`config.mk`:
```
export PLATFORM = sky130hd
export DESIGN_NAME = pov_pixel_scheduler
export DESIGN_NICKNAME = d
export VERILOG_FILES = /design/src/rtl/pov_pkg.sv /design/src/rtl/pov_skid_fifo.sv /design/src/rtl/pov_pixel_scheduler.sv
export SDC_FILE = /design/constraint.sdc
export NUM_CORES = 1
export LEC_CHECK = 0
export ABC_CLOCK_PERIOD_IN_PS = 4100
export BUFFER_PORTS_ARGS = -buffer_cell sky130_fd_sc_hd__buf_2
export CORE_ASPECT_RATIO = 1.25
export CORE_MARGIN = 2
export CORE_UTILIZATION = 62
export CTS_CLUSTER_SIZE = 25
export DETAILED_ROUTE_END_ITERATION = 8
export PLACE_DENSITY = 0.92
export SETUP_SLACK_MARGIN = 0.3
export SLEW_MARGIN = 20
export SYNTH_ARGS = -nofsm -noshare
export SYNTH_HDL_FRONTEND = slang
export SYNTH_HIERARCHICAL = 1
export SYNTH_SLANG_ARGS = --single-unit
```
`constraint.sdc`:
```
create_clock -name clk -period 4.1 [get_ports clk]
set_input_delay 0.205 -clock clk [delete_from_list [all_inputs] [get_ports clk]]
set_output_delay 0.205 -clock clk [all_outputs]
set_load 0.01 [all_outputs]
```
`src/rtl/pov_pkg.sv`:
```
// rtl/pov_pkg.sv - shared constants, state encoding and pixel helpers for the POV pixel scheduler
//
// Contents:
//   PIX_W              GRB pixel width (24)
//   MODE_*             mode encoding: texture, framebuffer, gradient, blank
//   pov_state_t        scheduler FSM states
//   grad_pixel()       angular colour wheel pixel for an 8-bit column code
//   scale_pixel()      per-channel brightness scaling (used when POV_BRIGHTNESS_EN is defined)
package pov_pkg;

    localparam int PIX_W = 24;

    localparam logic [1:0] MODE_TEX   = 2'd0;
    localparam logic [1:0] MODE_FB    = 2'd1;
    localparam logic [1:0] MODE_GRAD  = 2'd2;
    localparam logic [1:0] MODE_BLANK = 2'd3;

    typedef enum logic [1:0] {
        ST_IDLE  = 2'd0,
        ST_LATCH = 2'd1,
        ST_ISSUE = 2'd2,
        ST_DRAIN = 2'd3
    } pov_state_t;

    // Red fades into green over the first half turn, green into blue over the second.
    function automatic logic [PIX_W-1:0] grad_pixel(input logic [7:0] c);
        logic [7:0] r;
        logic [7:0] g;
        logic [7:0] b;
        if (c < 8'd128) begin
            r = 8'd255 - c;
            g = c;
            b = 8'd0;
        end else begin
            r = 8'd0;
            g = 8'd255 - (c - 8'd128);
            b = c - 8'd128;
        end
        return {g, r, b};
    endfunction

    // (chan * (level + 1)) >> 8 per channel; level 255 is an exact pass-through.
    function automatic logic [PIX_W-1:0] scale_pixel(input logic [PIX_W-1:0] px,
                                                     input logic [7:0]       level);
        logic [PIX_W-1:0] res;
        for (int i = 0; i < 3; i++) begin
            res[i*8 +: 8] = 8'((16'(px[i*8 +: 8]) * (16'(level) + 16'd1)) >> 8);
        end
        return res;
    endfunction

endpackage

```
`src/rtl/pov_skid_fifo.sv`:
```
// rtl/pov_skid_fifo.sv - synchronous FIFO with occupancy count for the pixel output buffer
//
// Ports:
//   clk, reset_n   clock, asynchronous active-low reset
//   wr_en/wr_data  push side (ignored when full)
//   rd_en          pop the head entry (ignored when empty)
//   rd_data        head entry, valid while count != 0
//   count          number of stored entries (0..DEPTH)
module pov_skid_fifo #(
    parameter int WIDTH = 8,
    parameter int DEPTH = 4
) (
    input  logic                           clk,
    input  logic                           reset_n,
    input  logic                           wr_en,
    input  logic [WIDTH-1:0]               wr_data,
    input  logic                           rd_en,
    output logic [WIDTH-1:0]               rd_data,
    output logic [$clog2(DEPTH+1)-1:0]     count
);

    localparam int PTR_W = (DEPTH > 1) ? $clog2(DEPTH) : 1;
    localparam int CNT_W = $clog2(DEPTH + 1);

    logic [WIDTH-1:0] store [DEPTH];
    logic [PTR_W-1:0] wr_ptr;
    logic [PTR_W-1:0] rd_ptr;
    logic             do_wr;
    logic             do_rd;

    assign do_wr   = wr_en && (count != CNT_W'(DEPTH));
    assign do_rd   = rd_en && (count != '0);
    assign rd_data = store[rd_ptr];

    // Storage is reset too so the head reads as zero straight out of reset.
    always_ff @(posedge clk or negedge reset_n) begin
        if (!reset_n) begin
            for (int i = 0; i < DEPTH; i++) begin
                store[i] <= '0;
            end
            wr_ptr <= '0;
            rd_ptr <= '0;
            count  <= '0;
        end else begin
            if (do_wr) begin
                store[wr_ptr] <= wr_data;
                wr_ptr        <= wr_ptr + 1'b1;
            end
            if (do_rd) begin
                rd_ptr <= rd_ptr + 1'b1;
            end
            case ({do_wr, do_rd})
                2'b10:   count <= count + 1'b1;
                2'b01:   count <= count - 1'b1;
                default: count <= count;
            endcase
        end
    end

endmodule

```
`src/rtl/pov_pixel_scheduler.sv`:
```
// rtl/pov_pixel_scheduler.sv - per-refresh column latch, pipelined row reads and pixel stream to the strip controller
//
// Optional feature macro: POV_BRIGHTNESS_EN (adds brightness[7:0] and one scaling stage).
//
// Ports:
//   clk, reset_n                clock, asynchronous active-low reset
//   theta                       current angle index
//   mode_req                    requested source mode (applied only at a revolution wrap)
//   frame_start                 strip controller refresh pulse
//   brightness                  global scale, only with POV_BRIGHTNESS_EN
//   mem_rd_en, mem_addr         read request to texture ROM and framebuffer
//   mem_rdata_tex, mem_rdata_fb read data, MEM_LAT cycles after mem_rd_en
//   px_valid/px_ready           output handshake
//   px_data, px_index, px_last  GRB pixel, its row, last-row marker
//   mode_active                 mode applied to the current/last frame
//   busy                        refresh in progress
module pov_pixel_scheduler
    import pov_pkg::*;
#(
    parameter int LED_COUNT  = 52,
    parameter int TEX_WIDTH  = 256,
    parameter int THETA_BITS = 6,
    parameter int MEM_LAT    = 1,
    parameter int FIFO_DEPTH = 4,
    parameter int PX_BITS    = 6
) (
    input  logic                                   clk,
    input  logic                                   reset_n,
    input  logic [THETA_BITS-1:0]                  theta,
    input  logic [1:0]                             mode_req,
    input  logic                                   frame_start,
`ifdef POV_BRIGHTNESS_EN
    input  logic [7:0]                             brightness,
`endif
    output logic                                   mem_rd_en,
    output logic [$clog2(LED_COUNT*TEX_WIDTH)-1:0] mem_addr,
    input  logic [23:0]                            mem_rdata_tex,
    input  logic [23:0]                            mem_rdata_fb,
    output logic                                   px_valid,
    input  logic                                   px_ready,
    output logic [23:0]                            px_data,
    output logic [PX_BITS-1:0]                     px_index,
    output logic                                   px_last,
    output logic [1:0]                             mode_active,
    output logic                                   busy
);

    localparam int ADDR_W = $clog2(LED_COUNT * TEX_WIDTH);
    localparam int COL_W  = $clog2(TEX_WIDTH);
    localparam int CNT_W  = $clog2(FIFO_DEPTH + 1);
    localparam int ENT_W  = PIX_W + PX_BITS + 1;
    localparam logic [PX_BITS-1:0] LAST_ROW = PX_BITS'(LED_COUNT - 1);

    pov_state_t          state;
    logic [PX_BITS-1:0]  row;
    logic [COL_W-1:0]    col;
    logic [COL_W-1:0]    theta_col;
    logic [7:0]          col_code;
    logic [THETA_BITS-1:0] prev_theta;
    logic                first_frame;

    logic                issue;
    logic                credit_ok;
    logic [CNT_W-1:0]    outstanding;
    logic [CNT_W-1:0]    fifo_count;

    logic                tag_vld [MEM_LAT];
    logic [PX_BITS-1:0]  tag_row [MEM_LAT];
    logic [PIX_W-1:0]    sel_px;

    logic                wr_en;
    logic [PIX_W-1:0]    wr_px;
    logic [PX_BITS-1:0]  wr_row;
    logic [ENT_W-1:0]    fifo_rd_data;

`ifdef POV_BRIGHTNESS_EN
    logic [7:0]          br_level;
    logic                br_vld;
    logic [PIX_W-1:0]    br_px;
    logic [PX_BITS-1:0]  br_row;
`endif

    // col = (theta * TEX_WIDTH) >> THETA_BITS, written as a bit-placement.
    generate
        if (COL_W > THETA_BITS) begin : g_col_pad
            assign theta_col = {theta, {(COL_W-THETA_BITS){1'b0}}};
        end else if (COL_W == THETA_BITS) begin : g_col_eq
            assign theta_col = theta;
        end else begin : g_col_trunc
            assign theta_col = theta[THETA_BITS-1 -: COL_W];
        end

        // Gradient works on an 8-bit column code: column left-aligned into 8 bits.
        if (COL_W >= 8) begin : g_code_trunc
            assign col_code = col[COL_W-1 -: 8];
        end else begin : g_code_pad
            assign col_code = {col, {(8-COL_W){1'b0}}};
        end
    endgenerate

    // Counting in-flight reads against FIFO space keeps the buffer from
    // overflowing no matter how long px_ready stays low.
    assign credit_ok = ({1'b0, outstanding} + {1'b0, fifo_count}) < (CNT_W+1)'(FIFO_DEPTH);
    assign issue     = (state == ST_ISSUE) && credit_ok;

    // Issue is combinational so the first read goes out in the cycle after LATCH.
    assign mem_rd_en = issue && ((mode_active == MODE_TEX) || (mode_active == MODE_FB));
    assign mem_addr  = mem_rd_en ? ADDR_W'({row, col}) : '0;

    always_ff @(posedge clk or negedge reset_n) begin
        if (!reset_n) begin
            state       <= ST_IDLE;
            row         <= '0;
            col         <= '0;
            prev_theta  <= '0;
            first_frame <= 1'b1;
            mode_active <= MODE_BLANK;
            busy        <= 1'b0;
`ifdef POV_BRIGHTNESS_EN
            br_level    <= '0;
`endif
        end else begin
            case (state)
                ST_IDLE: begin
                    if (frame_start) begin
                        state <= ST_LATCH;
                    end
                end
                ST_LATCH: begin
                    col         <= theta_col;
                    prev_theta  <= theta;
                    first_frame <= 1'b0;
                    // Mode switches only when theta wraps, so a frame never mixes sources.
                    if (first_frame || (theta < prev_theta)) begin
                        mode_active <= mode_req;
                    end
`ifdef POV_BRIGHTNESS_EN
                    br_level    <= brightness;
`endif
                    row   <= '0;
                    busy  <= 1'b1;
                    state <= ST_ISSUE;
                end
                ST_ISSUE: begin
                    if (issue) begin
                        if (row == LAST_ROW) begin
                            state <= ST_DRAIN;
                        end else begin
                            row <= row + 1'b1;
                        end
                    end
                end
                ST_DRAIN: begin
                    if ((outstanding == '0) && (fifo_count == '0)) begin
                        busy  <= 1'b0;
                        state <= ST_IDLE;
                    end
                end
                default: state <= ST_IDLE;
            endcase
        end
    end

    // Tag pipeline mirrors memory latency for every mode, including the
    // synthesised ones, so ordering and timing never depend on mode.
    always_ff @(posedge clk or negedge reset_n) begin
        if (!reset_n) begin
            for (int i = 0; i < MEM_LAT; i++) begin
                tag_vld[i] <= 1'b0;
                tag_row[i] <= '0;
            end
        end else begin
            tag_vld[0] <= issue;
            tag_row[0] <= row;
            for (int i = 1; i < MEM_LAT; i++) begin
                tag_vld[i] <= tag_vld[i-1];
                tag_row[i] <= tag_row[i-1];
            end
        end
    end

    always_comb begin
        sel_px = '0;
        case (mode_active)
            MODE_TEX:  sel_px = mem_rdata_tex;
            MODE_FB:   sel_px = mem_rdata_fb;
            MODE_GRAD: sel_px = grad_pixel(col_code);
            default:   sel_px = '0;
        endcase
    end

`ifdef POV_BRIGHTNESS_EN
    always_ff @(posedge clk or negedge reset_n) begin
        if (!reset_n) begin
            br_vld <= 1'b0;
            br_px  <= '0;
            br_row <= '0;
        end else begin
            br_vld <= tag_vld[MEM_LAT-1];
            br_px  <= scale_pixel(sel_px, br_level);
            br_row <= tag_row[MEM_LAT-1];
        end
    end

    assign wr_en  = br_vld;
    assign wr_px  = br_px;
    assign wr_row = br_row;
`else
    assign wr_en  = tag_vld[MEM_LAT-1];
    assign wr_px  = sel_px;
    assign wr_row = tag_row[MEM_LAT-1];
`endif

    // A read stays outstanding until its pixel lands in the FIFO.
    always_ff @(posedge clk or negedge reset_n) begin
        if (!reset_n) begin
            outstanding <= '0;
        end else if (issue && !wr_en) begin
            outstanding <= outstanding + 1'b1;
        end else if (!issue && wr_en) begin
            outstanding <= outstanding - 1'b1;
        end
    end

    pov_skid_fifo #(
        .WIDTH (ENT_W),
        .DEPTH (FIFO_DEPTH)
    ) u_out_fifo (
        .clk     (clk),
        .reset_n (reset_n),
        .wr_en   (wr_en),
        .wr_data ({wr_px, wr_row, (wr_row == LAST_ROW)}),
        .rd_en   (px_valid && px_ready),
        .rd_data (fifo_rd_data),
        .count   (fifo_count)
    );

    assign px_valid = (fifo_count != '0);
    assign {px_data, px_index, px_last} = fifo_rd_data;

endmodule

```
==> qor.yml <==
synth_area_mm2: 0.00789
htreeDepth: 4
die_area_mm2: 0.0137
viasPerCell: 6.17
grt_pass1_wl_um: 29700
synth_mux_area_frac: 0.301
yosysWarningCount: 6
drc: 0
slew_headroom: 0.241
layout_setup_ws_ns: 1.23
power_density_mw_per_mm2: 800
post_synth_xor_area_fraction: 0.0155
required_ns: 4.43
finalSetupTns_ns: 0
postSynthRegisterBits: 159
synth-main-ff-cell: "dfrtp_1"
hold_path_depth: 2
place_inst: 819
fp-row-count: 46
grt_pass1_vias: 5520
via_count: 5278
seq_area_frac_synth: 0.505
hold_viol_final: 0
combPwrFrac: 0.380
maxCapViolations: 0
synth_cells: 573
maxClockFrequency_ghz: 0.348
p_int_mw: 4.69
arrival_ns: 3.20
dp_slack_ns: 1.39
cts.path.max_buffers: 2
place_congestion: 0.865
crit_fanout: 19
status: "finished, final reports clean"
grt_antenna_before_repair: 0
core-area_mm2: 0.0125
power_switching_mw: 2.60
fin_nets: 762
synth-simple-area-share: 0.0609
rsz0062_at_grt: "no"
ys_types: 44
area_growth_pct: 15.4
hpwl_um: 12200
multiInputGateArea_mm2: 0.00364
final_cells: 855
fin_skew_ns: 0.00810
gr-total-overflow: 0
ios: 110
drt_iter0_drc: 425
layout-drive-gt1-share: 0.466
cts_buffers: 17
cts_root_buf: "clkbuf_16"
yosys.area_share.adder: 0.0495
post_drt_wl_per_cell_um: 22.5
layout_common_cells: "dfrtp_1 (155), mux2_2 (128), buf_2 (106)"
critPathLaunchType: "flop"
seqPwrFrac: 0.397
synth_compound_area_frac: 0.0292
slew_violations: 0
synth.avg_cell_area_um2: 13.8
min_period_ns: 2.87
switching_share: 0.357
wirelength_um: 19200
regArea_mm2: 0.00398
clock_sinks: 159
layout_commonest_cell: "dfrtp_1"
period_share: 0.701
postSynth.asyncResetShare: 1.00
clkTransAtPathRegs_ns: 0.06
die_w_um: 105
p_clk_frac: 0.224
critPathKind: "flop to flop"
start_util: 0.629
worst_pin_slew_ns: 1.14
p_leak_nw: 4.37
cts_tree: "built"
irDropWorstVdd_mv: 0.374
synth_edf_count: 0
endpoint_kind: "flop"
synth_top_family_by_area: "multiplexers"
finalPower_mw: 7.29
insertion_delay_ns: 0.42
worstHoldPathType: "primary input to flop"
drtPass1Iterations: 7
gr-usage-all-layers: 0.288
ant_nets: 0
die_y_um: 130
fillers: 786
worstRegToRegCells: 9
grt_max_degree: 76
setup_viol: 0
port_buffers: 107
sequential cells by signal (all words and copies together), names as in the netlist, 2 cells and up:
register and cells:
row 6, outstanding 3, u_out_fifo/wr_ptr 2, tag_row 6, u_out_fifo/rd_ptr 2, state 2, mode_active 2, u_out_fifo/count 3
prev_theta 6, u_out_fifo/store 124
final timing paths:
kind | end | start | slack [ns]
worst max-delay path | outstanding[2] | u_out_fifo/count[2] | 1.23
worst min-delay path | mode_active[1] | mode_req[1] | 0.04
min in group asynchronous | u_out_fifo/store[110] | reset_n | 0.36
worst min register to register | tag_row[5] | row[5] | 0.48
max in group asynchronous | row[0] | reset_n | 2.67
worst max register to register | outstanding[2] | u_out_fifo/count[2] | 1.23
synth_stat cells, types with 2 or more instances:
| master | number | area share |
|---|---|---|
| a21o_1 | 3 | 0.0029 |
| a21oi_1 | 5 | 0.0032 |
| and3_1 | 14 | 0.011 |
| buf_1 | 3 | 0.0014 |
| buf_2 | 3 | 0.0019 |
| buf_4 | 5 | 0.0048 |
| buf_6 | 12 | 0.017 |
| clkbuf_1 | 12 | 0.0057 |
| dfrtp_1 | 156 | 0.49 |
| dfstp_2 | 3 | 0.010 |
| fa_1 | 2 | 0.0051 |
| ha_1 | 28 | 0.044 |
| inv_1 | 17 | 0.0081 |
| mux2_2 | 128 | 0.18 |
| mux2i_1 | 22 | 0.028 |
| mux4_2 | 31 | 0.088 |
| nand2_1 | 36 | 0.017 |
| nand2b_1 | 3 | 0.0024 |
| nand3_1 | 3 | 0.0019 |
| nand4_1 | 5 | 0.0040 |
| nor2_1 | 17 | 0.0081 |
| nor2b_1 | 5 | 0.0040 |
| o21ai_0 | 27 | 0.017 |
| xnor2_1 | 4 | 0.0044 |
| xor2_1 | 10 | 0.011 |
what timing repair did:
item                                   in CTS  in global routing
hold buffers                                2                  0
resized for setup                           0                  0
endpoints found under the hold margin      73                  0
setup buffers                               0                  0
logic make-up (layout without fill, tap and decap cells):
kind of cell,count (synthesis),in the layout
and+or+nand+nor,94,94
xor gates and xnor gates,14,14
other,1,4
AOI/OAI and AO/OA,41,41
buffers and inverters,52,163
adders and majority gates,30,30
muxes,182,182
DFF,159,159
stage by stage:
stage / area, um2 / hold WS [ns] / utilization
2_1_floorplan: 7900 / -0.0906 / -
3_3_place_gp: 8470 / 0.247 / 0.675
3_5_place_dp: 8470 / 0.267 / 0.675
4_1_cts: 9100 / 0.0254 / 0.726
5_1_grt: 9100 / 0.0298 / 0.726
6_report: 9110 / 0.0417 / 0.726
layout make-up:
type,count,area share
Antenna cell,2,0.000549
Clock buffer,17,0.0467
Clock inverter,15,0.0205
Inverter,17,0.00700
Multi-Input combinational cell,363,0.399
Sequential cell,159,0.437
Tap cell,168,0.0231
Timing Repair Buffer,114,0.0658
layer usage:
metal	vias up	track usage	wire, um
li1	2248	-	-
met1	2752	0.353	7380
met2	225	0.499	10200
met3	53	0.0539	1050
met4	0	0.142	666
met5	-	0	0
power groups by stage:
stage          clock network [mW]  logic (mW)  registers [mW]
4_1_cts                      1.64        2.76            2.87
3_3_place_gp                    0        2.54            2.77
3_5_place_dp                    0        2.69            2.87
6_report                     1.63        2.77            2.89
5_1_grt                      1.71        2.96            2.97
2_1_floorplan                   0        2.08            2.57
worst max-delay path: stages, from the launching register on:
cell and delay [ns]:
dfrtp_1 0.44, ha_1 0.30, nor3_1 0.22, and3_1 0.59, ha_1 0.30, inv_1 0.07, fa_1 0.38, xor2_1 0.16
nor2_1 0.12, xor2_1 0.20
No activity file was read; power rests on OpenSTA's default activity.
